`src/rtl/imm_encoder_pkg.sv`:
```
// imm_encoder_pkg
//   Shared definitions for the immediate encoder: instruction format
//   encodings (taken from opcode[10:9]), immediate field widths and LSB
//   positions inside the 32-bit word, the control state type, the word
//   packing function and the matching sign-extension (decode) helper.
package imm_encoder_pkg;

    typedef enum logic [1:0] {
        FMT_B   = 2'b00,
        FMT_ILL = 2'b01,
        FMT_CB  = 2'b10,
        FMT_D   = 2'b11
    } fmt_e;

    // Immediate field width / LSB position inside the encoded word.
    localparam int unsigned IMM_W_B    = 26;
    localparam int unsigned IMM_LSB_B  = 0;
    localparam int unsigned IMM_W_CB   = 19;
    localparam int unsigned IMM_LSB_CB = 5;
    localparam int unsigned IMM_W_D    = 9;
    localparam int unsigned IMM_LSB_D  = 12;

    typedef enum logic {
        ST_RUN  = 1'b0,
        ST_HALT = 1'b1
    } state_e;

    // Packs a field set into a 32-bit word. Only meaningful for a legal
    // format; the illegal format returns zero.
    function automatic logic [31:0] encode(
        input logic [10:0] opcode,
        input logic [63:0] imm,
        input logic [4:0]  rn,
        input logic [4:0]  rt
    );
        logic [31:0] word;
        word = '0;
        case (fmt_e'(opcode[10:9]))
            FMT_B:   word = {opcode[10:5], imm[IMM_W_B-1:0]};
            FMT_CB:  word = {opcode[10:3], imm[IMM_W_CB-1:0], rt};
            FMT_D:   word = {opcode[10:0], imm[IMM_W_D-1:0], 2'b00, rn, rt};
            default: word = '0;
        endcase
        return word;
    endfunction

    // Recovers the sign-extended immediate from an encoded word.
    function automatic logic [63:0] sext_imm(
        input fmt_e        fmt,
        input logic [31:0] instr
    );
        logic [63:0] value;
        value = '0;
        case (fmt)
            FMT_B:   value = {{(64-IMM_W_B){instr[IMM_LSB_B+IMM_W_B-1]}},
                              instr[IMM_LSB_B +: IMM_W_B]};
            FMT_CB:  value = {{(64-IMM_W_CB){instr[IMM_LSB_CB+IMM_W_CB-1]}},
                              instr[IMM_LSB_CB +: IMM_W_CB]};
            FMT_D:   value = {{(64-IMM_W_D){instr[IMM_LSB_D+IMM_W_D-1]}},
                              instr[IMM_LSB_D +: IMM_W_D]};
            default: value = '0;
        endcase
        return value;
    endfunction

endpackage

```
`src/rtl/imm_range_check.sv`:
```
// imm_range_check
//   Combinational legality check of a field set.
//   fmt   : instruction format (opcode[10:9])
//   imm   : 64-bit sign-extended immediate
//   legal : 1 when fmt is B/CB/D and imm fits the format's signed field,
//           i.e. imm[63:W-1] are all equal
module imm_range_check
    import imm_encoder_pkg::*;
(
    input  logic [1:0]  fmt,
    input  logic [63:0] imm,
    output logic        legal
);

    logic fits_b;
    logic fits_cb;
    logic fits_d;

    // A value fits W signed bits when everything from bit W-1 upward is a
    // copy of the sign bit.
    assign fits_b  = (&imm[63:IMM_W_B-1])  | ~(|imm[63:IMM_W_B-1]);
    assign fits_cb = (&imm[63:IMM_W_CB-1]) | ~(|imm[63:IMM_W_CB-1]);
    assign fits_d  = (&imm[63:IMM_W_D-1])  | ~(|imm[63:IMM_W_D-1]);

    always_comb begin
        legal = 1'b0;
        case (fmt_e'(fmt))
            FMT_B:   legal = fits_b;
            FMT_CB:  legal = fits_cb;
            FMT_D:   legal = fits_d;
            default: legal = 1'b0;
        endcase
    end

endmodule

```
`src/rtl/imm_encoder.sv`:
```
// imm_encoder
//   Packs opcode/immediate/register field sets into 32-bit B, CB and D
//   format instruction words with a ready/valid handshake on both sides
//   and a single output register (full throughput, one-cycle latency).
//   Each legal word is tagged with a byte address that advances by 4.
//   Rejected sets (illegal format or immediate out of range) are consumed,
//   pulse err, bump a saturating err_cnt and, with STOP_ON_ERR, halt the
//   block until clr.
//
//   clk       : clock, rising edge
//   rst_n     : asynchronous active-low reset
//   in_valid  / in_ready  : input handshake for opcode, imm, rn, rt
//   out_valid / out_ready : output handshake for instr, out_addr
//   err       : one-cycle pulse after a rejected set is accepted
//   err_cnt   : saturating count of rejected sets
//   halted    : high while in HALT
//   clr       : leave HALT and zero err_cnt
module imm_encoder
    import imm_encoder_pkg::*;
#(
    parameter int unsigned ADDR_W      = 8,
    parameter bit          STOP_ON_ERR = 1'b1
) (
    input  logic              clk,
    input  logic              rst_n,
    input  logic              in_valid,
    output logic              in_ready,
    input  logic [10:0]       opcode,
    input  logic [63:0]       imm,
    input  logic [4:0]        rn,
    input  logic [4:0]        rt,
    output logic              out_valid,
    input  logic              out_ready,
    output logic [31:0]       instr,
    output logic [ADDR_W-1:0] out_addr,
    output logic              err,
    output logic [7:0]        err_cnt,
    output logic              halted,
    input  logic              clr
);

    state_e            state;
    logic [ADDR_W-1:0] addr_cnt;
    logic              legal;
    logic              accept;
    logic              accept_ok;
    logic              accept_bad;

    imm_range_check u_range_check (
        .fmt   (opcode[10:9]),
        .imm   (imm),
        .legal (legal)
    );

    // rst_n gates in_ready so nothing is taken while reset is held.
    assign in_ready   = rst_n && (state == ST_RUN) && (!out_valid || out_ready);
    assign accept     = in_valid && in_ready;
    assign accept_ok  = accept && legal;
    assign accept_bad = accept && !legal;
    assign halted     = (state == ST_HALT);

    always_ff @(posedge clk or negedge rst_n) begin
        if (!rst_n) begin
            state     <= ST_RUN;
            out_valid <= 1'b0;
            instr     <= '0;
            out_addr  <= '0;
            addr_cnt  <= '0;
            err       <= 1'b0;
            err_cnt   <= '0;
        end else begin
            err <= accept_bad;

            // A new legal word overwrites the register in the same edge the
            // old one is taken. A rejected set produces no word, so a word
            // being delivered alongside it simply drains.
            if (accept_ok) begin
                out_valid <= 1'b1;
                instr     <= encode(opcode, imm, rn, rt);
                out_addr  <= addr_cnt;
                addr_cnt  <= addr_cnt + ADDR_W'(4);
            end else if (out_ready) begin
                out_valid <= 1'b0;
            end

            if (clr) begin
                err_cnt <= '0;
            end else if (accept_bad && (err_cnt != 8'hFF)) begin
                err_cnt <= err_cnt + 8'd1;
            end

            case (state)
                ST_RUN: begin
                    if (accept_bad && STOP_ON_ERR) begin
                        state <= ST_HALT;
                    end
                end
                ST_HALT: begin
                    if (clr) begin
                        state <= ST_RUN;
                    end
                end
                default: state <= ST_RUN;
            endcase
        end
    end

endmodule

```
`config.mk`:
```
export PLATFORM = sky130hd
export DESIGN_NAME = imm_encoder
export DESIGN_NICKNAME = d
export VERILOG_FILES = /design/src/rtl/imm_encoder_pkg.sv /design/src/rtl/imm_range_check.sv /design/src/rtl/imm_encoder.sv
export SDC_FILE = /design/constraint.sdc
export NUM_CORES = 1
export LEC_CHECK = 0
export BUFFER_PORTS_ARGS = -buffer_cell sky130_fd_sc_hd__buf_2
export CAP_MARGIN = 20
export CORE_MARGIN = 2
export CORE_UTILIZATION = 40
export CTS_CLUSTER_DIAMETER = 150
export DETAILED_ROUTE_END_ITERATION = 8
export HOLD_SLACK_MARGIN = 0.15
export MAX_ROUTING_LAYER = met4
export PLACE_DENSITY = 0.72
export SLEW_MARGIN = 5
export SYNTH_ARGS = -nofsm -noshare
export SYNTH_HDL_FRONTEND = slang
export SYNTH_SLANG_ARGS = --single-unit
```
`constraint.sdc`:
```
create_clock -name clk -period 2.8 [get_ports clk]
set_clock_uncertainty 0.1 [all_clocks]
set_input_delay 0.14 -clock clk [delete_from_list [all_inputs] [get_ports clk]]
set_output_delay 0.14 -clock clk [all_outputs]
set_load 0.05 [all_outputs]
```
==> results of run 1 <==
## flip-flops by register name, indices dropped and copies added, names as in the netlist
register	cells
err_cnt	8
halted	1
addr_cnt	6
out_valid	1
instr	32
out_addr	6
err	1
## cells by family (layout without fill, tap and decap cells)
family,count (synthesis),after routing,synth area share
AND/OR/NAND/NOR,112,112,0.191
AO/OA/AOI/OAI,67,67,0.150
flip-flops,55,55,0.438
multiplexers,40,40,0.158
buffers and inverters,25,192,0.0402
XOR/XNOR,5,5,0.0139
adder cells (fa/ha/maj),2,2,0.00796
other,1,2,0.00119
## power groups by stage
stage	logic, mW	clock network, mW	registers, mW
floorplan	0.0966	0	0.831
global placement	0.227	0	0.817
detailed placement	0.230	0	0.817
CTS	0.271	0.498	0.801
global route	0.300	0.522	0.802
finish	0.274	0.482	0.801
## timing repair
action / CTS / global route
setup endpoints to repair: 0 / 2
gates resized for setup: 0 / 1
hold endpoints to repair: 90 / 0
hold buffers: 34 / 0
## layout make-up
cell class | count | area, um^2
Fill cell | 711 | 3310
Multi-Input combinational cell | 228 | 1660
Sequential cell | 55 | 1380
Timing Repair Buffer | 179 | 1090
Tap cell | 102 | 128
Clock buffer | 5 | 68.8
Clock inverter | 3 | 27.5
Inverter | 5 | 18.8
## routing by layer
| metal | vias up | share of wire |
|---|---|---|
| met3 | 32 | 0.063 |
| met2 | 134 | 0.48 |
| li1 | 1475 | - |
| met5 | - | 0 |
| met4 | 0 | 0.032 |
| met1 | 1489 | 0.42 |
## synthesized netlist by cell type (all sizes together), types with 6 or more instances
library cell,number
a21oi,12
or4,6
nand4,15
o21ai,14
buf,8
a21o,15
dfrtp,55
mux2,26
o31ai,6
nand2,26
nor4,14
clkbuf,12
nor2,19
a22oi,10
mux2i,14
nand3,7
nor3,7
## how the worst max path moves through the flow
stage,startpoint,to,slack (ns),cells after the start
final,imm[11],err_cnt[0],0.13,9
after global routing,imm[11],err_cnt[0],0.05,9
after CTS,imm[11],err_cnt[0],0.06,9
after detailed placement,imm[25],addr_cnt[7],0.29,9
after global placement,imm[25],addr_cnt[7],0.32,9
after floorplan,out_valid,instr[19],0.09,8
## stage by stage
stage	instances	utilization	setup slack [ns]	hold WS, ns	cell area, um^2
floorplan	308	-	0.0884	-0.256	3150
global placement	535	0.511	0.318	0.268	3930
detailed placement	535	0.511	0.292	0.280	3930
CTS	577	0.568	0.0631	0.152	4370
global route	577	0.569	0.0513	0.205	4370
finish	577	0.569	0.127	0.159	4370
## worst max-delay path: cells and delay by family
family,cells,cell delay [ns]
and+or+nand+nor,3,0.96
buffers and inverters,3,0.92
AOI/OAI and AO/OA,2,0.47
muxes,1,0.30
==> metrics.md, run 1 <==
| Metric | Value |
|---|---|
| Result of the run | finished, final reports clean |
| Buffer depth of the longest clock path | 2 |
| Clock period minus worst slack | roughly 2.7 ns |
| Portion of synthesized cell area occupied by the leading cell type | 0.438 |
| Starting DRT DRC Count | 156 |
| Slowest CP cell | sky130_fd_sc_hd__dlygate4sd3_1 |
| Grt met1 use | 0.279 |
| Total number of yosys warnings | 0 |
| Worst Path Required | 2.91 ns |
| Final routed wire length divided by cell count | 16.0 um |
| Count of final max-slew check failures | 0 |
| Commonest non-fill, non-tap cells in the layout | 139 x sky130_fd_sc_hd__buf_2, 55 x sky130_fd_sc_hd__dfrtp_1, 34 x sky130_fd_sc_hd__dlygate4sd3_1 |
| Max-capacitance violation count | 0 |
| Maximum level of the CTS H-tree | 2 |
| Number of antenna violations at the first check in global routing | 0 |
| Critical register-to-register path endpoint | err_cnt[7] |
| GR met2 Demand/Resource | 0.384 |
| Worst r2r src | err_cnt[0] |
| Number of placement rows | 32 |
| GR met3 Demand/Resource | 0.0391 |
| Largest vdd supply drop | 0.219 mV |
| Main synth FF type | sky130_fd_sc_hd__dfrtp_1 |
| Number of global-route vias before repair | 3154 |
| Final hold violation count | 0 |
| Worst Hold Path Cells | 4 |
| Sw Share | 0.287 |
| Clk Latency, worst-skew pair | 0.31 ns |
| Ranking of synthesized cells by area | sky130_fd_sc_hd__dfrtp_1 44%, sky130_fd_sc_hd__mux2_4 8.1%, sky130_fd_sc_hd__mux2i_1 4.5%, sky130_fd_sc_hd__a21o_1 3.6%, sky130_fd_sc_hd__mux2_2 3.2% |
| Num Clock Sinks | 55 |
| Critical path data arrival time | 2.78 ns |
| Unrepaired setup endpoints after global routing | false |
| Sequential element share of the synthesized area | 0.438 |
| Remaining max-slew budget at the tightest pin | 0.465 |
| Die Width | between 90 and 100 um |
| Count of state elements after synthesis | 55 |
| Clock tree from TritonCTS | built |
| CTS buffer count | 5 |
| Psw | 0.448 mW |
| Power share of the sequential group | 0.515 |
| Number of flops mapped to enable cells by yosys | 0 |
| Routability cong. | around 0.82 |
| Period utilisation layout | 0.955 |
| Placeable core region | 7690 um^2 |
| Height of the die | 92.6 um |
| Achievable clock frequency | 374 MHz |
| Total via count in the routed design | 3130 |
| Wire length of the first global-routing pass | 15300 um |
| Combined global-route utilization of all metal layers | 0.229 |
| Hold Path Class | in2reg |
| Peak-usage layer in the global routing report | met2 |
| CTS clock-pin slew for the worst setup and hold paths | 0.11 ns |
| Ports | 142 |
| TNS Setup | 0 ns |
| Post-detailed-placement half-perimeter wirelength | 6370 um |
| Starting Density | 0.409 |
| Number of setup violations in the final report | 0 |
| Hold_sp | imm[12] |
| Slew at the pin closest to its max-slew limit | 0.799 ns |
| Total number of nets in the final design | 566 |
| Area of the mapped netlist | 3140 um^2 |
| Proportion of layout cells with a drive suffix above 1 | 0.400 |
| Most common cell after layout, fill and taps aside | sky130_fd_sc_hd__buf_2 |
| Combinational group share of total power | 0.176 |
| Hold endpoint | instr[12] |
| Yosys top cell by area | sky130_fd_sc_hd__dfrtp_1 |
| Clock root buffer | sky130_fd_sc_hd__clkbuf_8 |
| First-pass iteration count of the detailed router | 5 |
| Setup crit end kind | register |
| Leak | 2.34 nW |
| Distinct cell type count of the synthesized netlist | 45 |
| Antenna Violating Nets Remaining | 0 |
| Slowest stage delay, CP | 0.56 ns |
| Area Growth Syn to Fin | 39.2% |
| Clk pwr share | 0.309 |
| Power density cells | 356 nW/um^2 |
| Reg-to-reg slack, setup | 0.55 ns |
| Number of DRC violations after detailed routing | 0 |
| Cell chain of the critical path | dlygate4sd3_1, buf_2, or4_1, nor4_2, o2bb2a_1, o2111ai_2, buf_4, nor2_2, mux2_4 |
| Worst setup SP type | input pin |
| Async SR Flop Fraction | 1.00 |
| Ant diodes | 0 |
| Worst setup path class | in2reg |
| Area enclosed by the die boundary | roughly 8600 um^2 |
| Internal power | 1.11 mW |
| Length in cells of the worst reg-to-reg path | 8 |
| Synthesized area per cell | 10.2 um^2 |
| Cells after synthesis | 307 |
| Global-route congestion overflow total | 0 |
| Total wirelength of the detailed-routed design | 9220 um |
| Per-cell via count in the routed design | between 5 and 6 |
| Largest net degree at the start of global routing | 56 |
| Total power | around 1.6 mW |
| # Post-CTS Setup Buffers | 0 |
| Top fanout value on the critical path | 13 |
| Quantity of I/O buffers inserted on ports | 139 |
Power figures use the tool's default switching activity.
==> run 2: changes to the inputs <==
ABC_AREA = 1   (was default)
CTS_BUF_LIST = sky130_fd_sc_hd__clkbuf_8   (was default)
PLACE_DENSITY = 0.71   (was 0.72)
==> run 2 against run 1 <==
Clock power is 27% higher. Utilization grew 0.92 points. Area after synthesis is 7.6% higher. Power rose by 11%. Largest power group unchanged. First-iteration DRC count is 66% higher. Setup slack improved by 0.19 ns.
==> metrics.md, run 2 <==
| Metric | Value |
|---|---|
| Unrepaired setup endpoints after global routing | false (unchanged) |
| Number of global-route vias before repair | 3704 (was 3154) |
| Hold endpoint | instr[20] (was instr[12]) |
| First-pass iteration count of the detailed router | 5 (unchanged) |
| Critical path data arrival time | 2.56 ns (was 2.78 ns) |
| Clk Latency, worst-skew pair | 0.31 ns (about the same) |
| TNS Setup | 0 ns (unchanged) |
| Placed standard-cell area | 4150 um^2 (was 3930 um^2) |
| Largest vdd supply drop | 0.176 mV (was 0.219 mV) |
| Number of placement rows | 33 (was 32) |
| Synthesized area per cell | 6.74 um^2 (was 10.2 um^2) |
| Result of the run | finished, final reports clean (unchanged) |
| Design area | 4750 um^2 (was 4370 um^2) |
| Final routed wire length divided by cell count | 13.9 um (was 16.0 um) |
| Die Width | 96.0 um (was 92.6 um) |
| Height of the die | 96.0 um (was 92.6 um) |
| Total via count in the routed design | 3932 (was 3130) |
| Largest net degree at the start of global routing | 56 (unchanged) |
| Per-cell via count in the routed design | 4.98 (was 5.42) |
| Count of hold buffers inserted by post-cts repair | 47 (was 34) |
| Hold Path Class | in2reg (unchanged) |
| Final hold violation count | 0 (unchanged) |
| Total number of yosys warnings | 0 (unchanged) |
| Clock period minus worst slack | 2.48 ns (was 2.67 ns) |
| Ant diodes | 0 (unchanged) |
| Worst setup path class | in2reg (unchanged) |
| Number of antenna violations at the first check in global routing | 0 (unchanged) |
| Starting DRT DRC Count | 259 (was 156) |
| Buffer depth of the longest clock path | 2 (unchanged) |
| Period utilisation layout | 0.885 (was 0.955) |
| Area Growth Syn to Fin | 40.4% (was 39.2%) |
| Length in cells of the worst reg-to-reg path | 8 (unchanged) |
| WL met3 | 636 um (was 578 um) |
| Clock tree from TritonCTS | built (unchanged) |
| Combined global-route utilization of all metal layers | 0.243 (was 0.229) |
| Number of DRC violations after detailed routing | 0 (unchanged) |
| Starting Density | 0.412 (was 0.409) |
| Met2 wire len | 5490 um (was 4450 um) |
| Area of the mapped netlist | 3380 um^2 (was 3140 um^2) |
| Commonest non-fill, non-tap cells in the layout | 175 x sky130_fd_sc_hd__nand2_1, 139 x sky130_fd_sc_hd__buf_2, 90 x sky130_fd_sc_hd__nor2_1 (was 139 x sky130_fd_sc_hd__buf_2, 55 x sky130_fd_sc_hd__dfrtp_1, 34 x sky130_fd_sc_hd__dlygate4sd3_1) |
| Most flops, register | instr (unchanged) |
| Count of final max-slew check failures | 0 (unchanged) |
| Worst setup SP type | input pin (unchanged) |
| Max-capacitance violation count | 0 (unchanged) |
| Remaining max-slew budget at the tightest pin | 0.546 (was 0.465) |
| Number of setup violations in the final report | 0 (unchanged) |
| Portion of synthesized cell area occupied by the leading cell type | 0.407 (was 0.438) |
| Maximum level of the CTS H-tree | 2 (unchanged) |
| Total wirelength of the detailed-routed design | 11000 um (was 9220 um) |
| Count of state elements after synthesis | 55 (unchanged) |
| Largest registers | instr: 32 flops, err_cnt: 8 flops (unchanged) |
| Reg-to-reg slack, setup | 0.76 ns (was 0.55 ns) |
| Number of flops mapped to enable cells by yosys | 0 (unchanged) |
| Total number of nets in the final design | 776 (was 566) |
| CTS buffer count | 5 (unchanged) |
| Setup crit end kind | register (unchanged) |
| Worst Hold Path Cells | 5 (was 4) |
| Ranking of synthesized cells by area | sky130_fd_sc_hd__dfrtp_1 41%, sky130_fd_sc_hd__nand2_1 19%, sky130_fd_sc_hd__nor2_1 10%, sky130_fd_sc_hd__o21ai_0 5.6%, sky130_fd_sc_hd__inv_1 4.9% (was sky130_fd_sc_hd__dfrtp_1 44%, sky130_fd_sc_hd__mux2_4 8.1%, sky130_fd_sc_hd__mux2i_1 4.5%, sky130_fd_sc_hd__a21o_1 3.6%, sky130_fd_sc_hd__mux2_2 3.2%) |
| Clock root buffer | sky130_fd_sc_hd__clkbuf_8 (unchanged) |
| Top routing layer in use | met4 (unchanged) |
| Leak | 2.62 nW (was 2.34 nW) |
| Area enclosed by the die boundary | 9210 um^2 (was 8580 um^2) |
| Quantity of I/O buffers inserted on ports | 139 (unchanged) |
| Number of flip-flops under the largest register name | 32 (unchanged) |
| Slew at the pin closest to its max-slew limit | 0.682 ns (was 0.799 ns) |
| Yosys top cell by area | sky130_fd_sc_hd__dfrtp_1 (unchanged) |
| Number of instances resized during post-cts repair | 0 (unchanged) |
| Proportion of layout cells with a drive suffix above 1 | 0.228 (was 0.400) |
| Most instantiated cells after synthesis | 175 x sky130_fd_sc_hd__nand2_1, 90 x sky130_fd_sc_hd__nor2_1, 55 x sky130_fd_sc_hd__dfrtp_1 (was 55 x sky130_fd_sc_hd__dfrtp_1, 26 x sky130_fd_sc_hd__nand2_1, 18 x sky130_fd_sc_hd__nor2_1) |
| # Post-CTS Setup Buffers | 0 (unchanged) |
| Distinct cell type count of the synthesized netlist | 27 (was 45) |
| Most common cell after layout, fill and taps aside | sky130_fd_sc_hd__nand2_1 (was sky130_fd_sc_hd__buf_2) |
| Most used standard cell by instance count after synthesis | sky130_fd_sc_hd__nand2_1 (was sky130_fd_sc_hd__dfrtp_1) |
| Async SR Flop Fraction | 1.00 (unchanged) |
| Sum of routed wire segments on met1 | 4560 um (was 3900 um) |
| Top fanout value on the critical path | 47 (was 13) |
| Main synth FF type | sky130_fd_sc_hd__dfrtp_1 (unchanged) |
| Ports | 142 (unchanged) |
| Sequential element share of the synthesized area | 0.407 (was 0.438) |
| Placeable core region | 8220 um^2 (was 7690 um^2) |
| Num Clock Sinks | 55 (unchanged) |
| CTS clock-pin slew for the worst setup and hold paths | 0.10 ns (was 0.11 ns) |
| Worst r2r src | err_cnt[0] (unchanged) |
| Achievable clock frequency | 403 MHz (was 374 MHz) |
| Hold_sp | imm[15] (was imm[12]) |
| Power density cells | 365 nW/um^2 (was 356 nW/um^2) |
| Worst Path Required | 2.89 ns (was 2.91 ns) |
| Post-detailed-placement half-perimeter wirelength | 8150 um (was 6370 um) |
| Routability cong. | 0.892 (was 0.815) |
| Critical register-to-register path endpoint | err_cnt[3] (was err_cnt[7]) |
| Antenna Violating Nets Remaining | 0 (unchanged) |
| Wire length of the first global-routing pass | 17100 um (was 15300 um) |
| Cells after synthesis | 502 (was 307) |
| Global-route congestion overflow total | 0 (unchanged) |
run 2: kinds of logic (layout without fill, tap and decap cells):
family	after synthesis	count (layout)	synth area share
buf+inv	62	244	0.0795
other cells	1	2	0.00111
flops	55	55	0.407
compound gates	61	61	0.105
fa+ha+maj	2	2	0.00740
simple gates	311	311	0.374
xor+xnor	10	10	0.0259
run 2: metrics by stage:
step | power [mW] | instances | hold WS (ns) | worst slack, ns | utilization
floorplan | 0.937 | 503 | -0.256 | 0.364 | -
global placement | 1.07 | 735 | 0.234 | 0.624 | 0.505
detailed placement | 1.07 | 735 | 0.244 | 0.577 | 0.505
CTS | 1.74 | 790 | 0.152 | 0.367 | 0.578
global route | 1.81 | 790 | 0.152 | 0.141 | 0.578
finish | 1.73 | 790 | 0.148 | 0.321 | 0.578
run 2: worst max-delay path by stage:
| stage | startpoint | to | slack (ns) | cells past startpoint |
|---|---|---|---|---|
| 2_1_floorplan | out_valid | instr[10] | 0.36 | 10 |
| 3_3_place_gp | imm[54] | instr[21] | 0.62 | 14 |
| 3_5_place_dp | imm[54] | addr_cnt[3] | 0.58 | 13 |
| 4_1_cts | opcode[10] | addr_cnt[3] | 0.37 | 9 |
| 5_1_grt | opcode[10] | instr[21] | 0.14 | 10 |
| 6_report | opcode[10] | addr_cnt[3] | 0.32 | 9 |
run 2: final cells by class:
class                           count  area (um^2)
Clock buffer                        5         68.8
Clock inverter                      3         63.8
Fill cell                         783         3470
Inverter                           46          173
Multi-Input combinational cell    386         1740
Sequential cell                    55         1380
Tap cell                          105          131
Timing Repair Buffer              190         1200
run 2: metal layers:
metal | vias to the layer above | track usage
li1 | 1965 | -
met1 | 1784 | 0.294
met2 | 159 | 0.428
met3 | 24 | 0.0227
met4 | 0 | 0.0750
met5 | - | -
run 2: critical path, stage by stage:
cell,delay [ns]
sky130_fd_sc_hd__dlygate4sd3_1,0.53
sky130_fd_sc_hd__buf_2,0.22
sky130_fd_sc_hd__nand2_1,0.23
sky130_fd_sc_hd__inv_1,0.38
sky130_fd_sc_hd__nand2_1,0.15
sky130_fd_sc_hd__nand3_2,0.14
sky130_fd_sc_hd__nand2_4,0.26
sky130_fd_sc_hd__inv_2,0.35
sky130_fd_sc_hd__o21ai_0,0.14
run 2: power by group:
part           internal [mW]  switching, mW  leakage (nW)
logic                  0.139          0.182          1.81
clock network          0.354          0.257        0.0695
registers              0.798        0.00402         0.740
total                   1.29          0.443          2.62
==> run 3: changes to the inputs <==
PLACE_DENSITY = 0.76   (was 0.71)
==> run 3 against run 2 <==
Final cell count unchanged. Sequential share of layout area increased by 0.054 points. Highest routed layer unchanged. Combinational power up 1%. Non-clock buffer count increased by 1. Critical endpoint is now addr_cnt[7].
==> metrics.md, run 3 (synthesis gave the netlist of run 2 again) <==
| Metric | Value |
|---|---|
| Internal power | 1.20 mW (was 1.29 mW) |
| Top fanout value on the critical path | 70 (was 47) |
| Remaining max-slew budget at the tightest pin | 0.543 (was 0.546) |
| CTS clock-pin slew for the worst setup and hold paths | 0.09 ns (was 0.10 ns) |
| CP top delay family | buffers and inverters (unchanged) |
| Number of DRC violations after detailed routing | 0 (unchanged) |
| Worst Setup Slack post-DPL | 0.477 ns (was 0.577 ns) |
| Max-capacitance violation count | 0 (unchanged) |
| Number of setup violations in the final report | 0 (unchanged) |
| Wire length of the first global-routing pass | 16900 um (was 17100 um) |
| Number of global-route vias before repair | 3693 (was 3704) |
| Largest net degree at the start of global routing | 71 (was 56) |
| Period utilisation layout | 0.885 (about the same) |
| Post-detailed-placement half-perimeter wirelength | 8040 um (was 8150 um) |
| Placed insts | 734 (was 735) |
| Worst setup path class | in2reg (unchanged) |
| Worst Path Required | 2.93 ns (was 2.89 ns) |
| Die Width | 96.0 um (unchanged) |
| Clock period minus worst slack | 2.48 ns (about the same) |
| Clock tree from TritonCTS | built (unchanged) |
| Antenna Violating Nets Remaining | 0 (unchanged) |
| Power density cells | 344 nW/um^2 (was 365 nW/um^2) |
| Number of flip-flops under the largest register name | 32 (unchanged) |
| Total via count in the routed design | 4020 (was 3932) |
| CTS buffer count | 5 (unchanged) |
| Buffer depth of the longest clock path | 2 (unchanged) |
| Ant diodes | 0 (unchanged) |
| Clk pwr share | 0.309 (was 0.352) |
| Register area | 1380 um^2 (unchanged) |
| Per-cell via count in the routed design | 5.09 (was 4.98) |
| Area Growth Syn to Fin | 40.2% (was 40.4%) |
| TNS Setup | 0 ns (unchanged) |
| Area enclosed by the die boundary | 9210 um^2 (unchanged) |
| Combined buffer and inverter count along the critical path | 4 (unchanged) |
| Routability cong. | 0.920 (was 0.892) |
| Combinational group share of total power | 0.200 (was 0.185) |
| First-pass iteration count of the detailed router | 5 (unchanged) |
| Placeable core region | 8220 um^2 (unchanged) |
| Cell mode on critical path | sky130_fd_sc_hd__nand2_1 (unchanged) |
| Total number of nets in the final design | 777 (was 776) |
| Achievable clock frequency | 403 MHz (about the same) |
| Slack of the critical path | 0.321 ns (about the same) |
| Hold Path Class | in2reg (unchanged) |
| Count of placed standard cells in the final layout, fillers left out | 790 (unchanged) |
| Setup crit end kind | register (unchanged) |
| Num Clock Sinks | 55 (unchanged) |
| Critical path data arrival time | 2.60 ns (was 2.56 ns) |
| Ports | 142 (unchanged) |
| Worst setup SP type | input pin (unchanged) |
| Largest vdd supply drop | 0.286 mV (was 0.176 mV) |
| Area of the multi-input gates | 1750 um^2 (was 1740 um^2) |
| Slew at the pin closest to its max-slew limit | 0.685 ns (was 0.682 ns) |
| Sw Share | 0.264 (was 0.255) |
| Cell chain of the critical path | dlygate4sd3_1, buf_2, nand2_1, inv_1, nand2_1, nand3_2, nand2_8, inv_2, nand2_1, o21ai_0 (was dlygate4sd3_1, buf_2, nand2_1, inv_1, nand2_1, nand3_2, nand2_4, inv_2, o21ai_0) |
| Core occupancy in the finished layout | 0.577 (was 0.578) |
| Power share of the sequential group | 0.492 (was 0.462) |
| Clk Latency, worst-skew pair | 0.30 ns (was 0.31 ns) |
| Starting DRT DRC Count | 266 (was 259) |
| Combined global-route utilization of all metal layers | 0.243 (about the same) |
| Clock root buffer | sky130_fd_sc_hd__clkbuf_8 (unchanged) |
| Total power | 1.63 mW (was 1.73 mW) |
| Number of antenna violations at the first check in global routing | 0 (unchanged) |
| Slowest CP cell | sky130_fd_sc_hd__dlygate4sd3_1 (unchanged) |
| Final routed wire length divided by cell count | 13.9 um (about the same) |
| Maximum level of the CTS H-tree | 2 (unchanged) |
| Quantity of I/O buffers inserted on ports | 139 (unchanged) |
| Most flops, register | instr (unchanged) |
| Proportion of layout cells with a drive suffix above 1 | 0.225 (was 0.228) |
| Leak | 2.60 nW (was 2.62 nW) |
| Final hold violation count | 0 (unchanged) |
| Psw | 0.430 mW (was 0.443 mW) |
| Unrepaired setup endpoints after global routing | false (unchanged) |
| Most common cell after layout, fill and taps aside | sky130_fd_sc_hd__nand2_1 (unchanged) |
| Largest registers | instr: 32 flops, err_cnt: 8 flops (unchanged) |
| Slowest stage delay, CP | 0.52 ns (was 0.53 ns) |
| Number of placement rows | 33 (unchanged) |
| Height of the die | 96.0 um (unchanged) |
| Global-route congestion overflow total | 0 (unchanged) |
| Count of final max-slew check failures | 0 (unchanged) |
| Result of the run | finished, final reports clean (unchanged) |
| Number of filler cells placed in the layout | 792 (was 783) |
| Commonest non-fill, non-tap cells in the layout | 175 x sky130_fd_sc_hd__nand2_1, 139 x sky130_fd_sc_hd__buf_2, 90 x sky130_fd_sc_hd__nor2_1 (unchanged) |
| Total wirelength of the detailed-routed design | 11000 um (about the same) |
| Starting Density | 0.412 (unchanged) |
run 3: cell count changes in the layout (fill, tap and decap cells not counted), sizes merged:
cell         delta
bufinv          -1
buf             -1
dlygate4sd3     +2
run 3: worst paths after layout:
kind                             start          end  slack, ns  cells after the start
min                            imm[13]    instr[18]       0.15                      3
min in group asynchronous        rst_n    instr[26]       0.43                      3
max in group asynchronous        rst_n     instr[1]       1.72                      3
max                         opcode[10]  addr_cnt[7]       0.32                     10
max reg2reg                 err_cnt[0]   err_cnt[2]       0.73                      8
min reg2reg                out_addr[2]  out_addr[2]       0.39                      2
run 3: metrics by stage:
stage / instance area (um^2) / hold slack, ns
floorplan: 3390 / -0.256
global placement: 4140 / 0.235
detailed placement: 4140 / 0.237
CTS: 4730 / 0.152
global route: 4740 / 0.172
finish: 4740 / 0.149
run 3: final cells by class:
cell class                 count  share of cell area
multi-input combinational    386               0.369
inverter                      46              0.0364
clock inverter                 2             0.00712
clock buffer                   5              0.0145
sequential                    55               0.290
tap                          105              0.0277
timing repair buffer         191               0.255
run 3: repair_timing:
item,CTS,global route
endpoints found under the setup margin,0,4
setup buffers,0,0
hold buffers,49,0
hold endpoints to repair,88,0
resized for setup,0,1
run 3: power groups by stage:
stage	Clock, mW	Sequential, mW	Combinational [mW]
floorplan	0	0.831	0.106
global placement	0	0.817	0.250
detailed placement	0	0.817	0.253
CTS	0.510	0.801	0.318
global route	0.540	0.803	0.357
finish	0.503	0.801	0.325
run 3: layer usage:
layer / vias to the layer above / track usage / share of wire
li1: 1957 / - / -
met1: 1847 / 0.303 / 0.42
met2: 191 / 0.404 / 0.49
met3: 25 / 0.0305 / 0.061
met4: 0 / 0.0881 / 0.027
met5: - / - / 0
run 3: worst register-to-register path, cell delays in order, from the launching register on:
cell	delay, ns
sky130_fd_sc_hd__dfrtp_1	0.42
sky130_fd_sc_hd__ha_1	0.20
sky130_fd_sc_hd__nand2_1	0.07
sky130_fd_sc_hd__inv_1	0.09
sky130_fd_sc_hd__nand4_1	0.12
sky130_fd_sc_hd__nand3b_1	0.40
sky130_fd_sc_hd__nand3_1	0.38
sky130_fd_sc_hd__nand3_1	0.12
sky130_fd_sc_hd__nand2_1	0.10
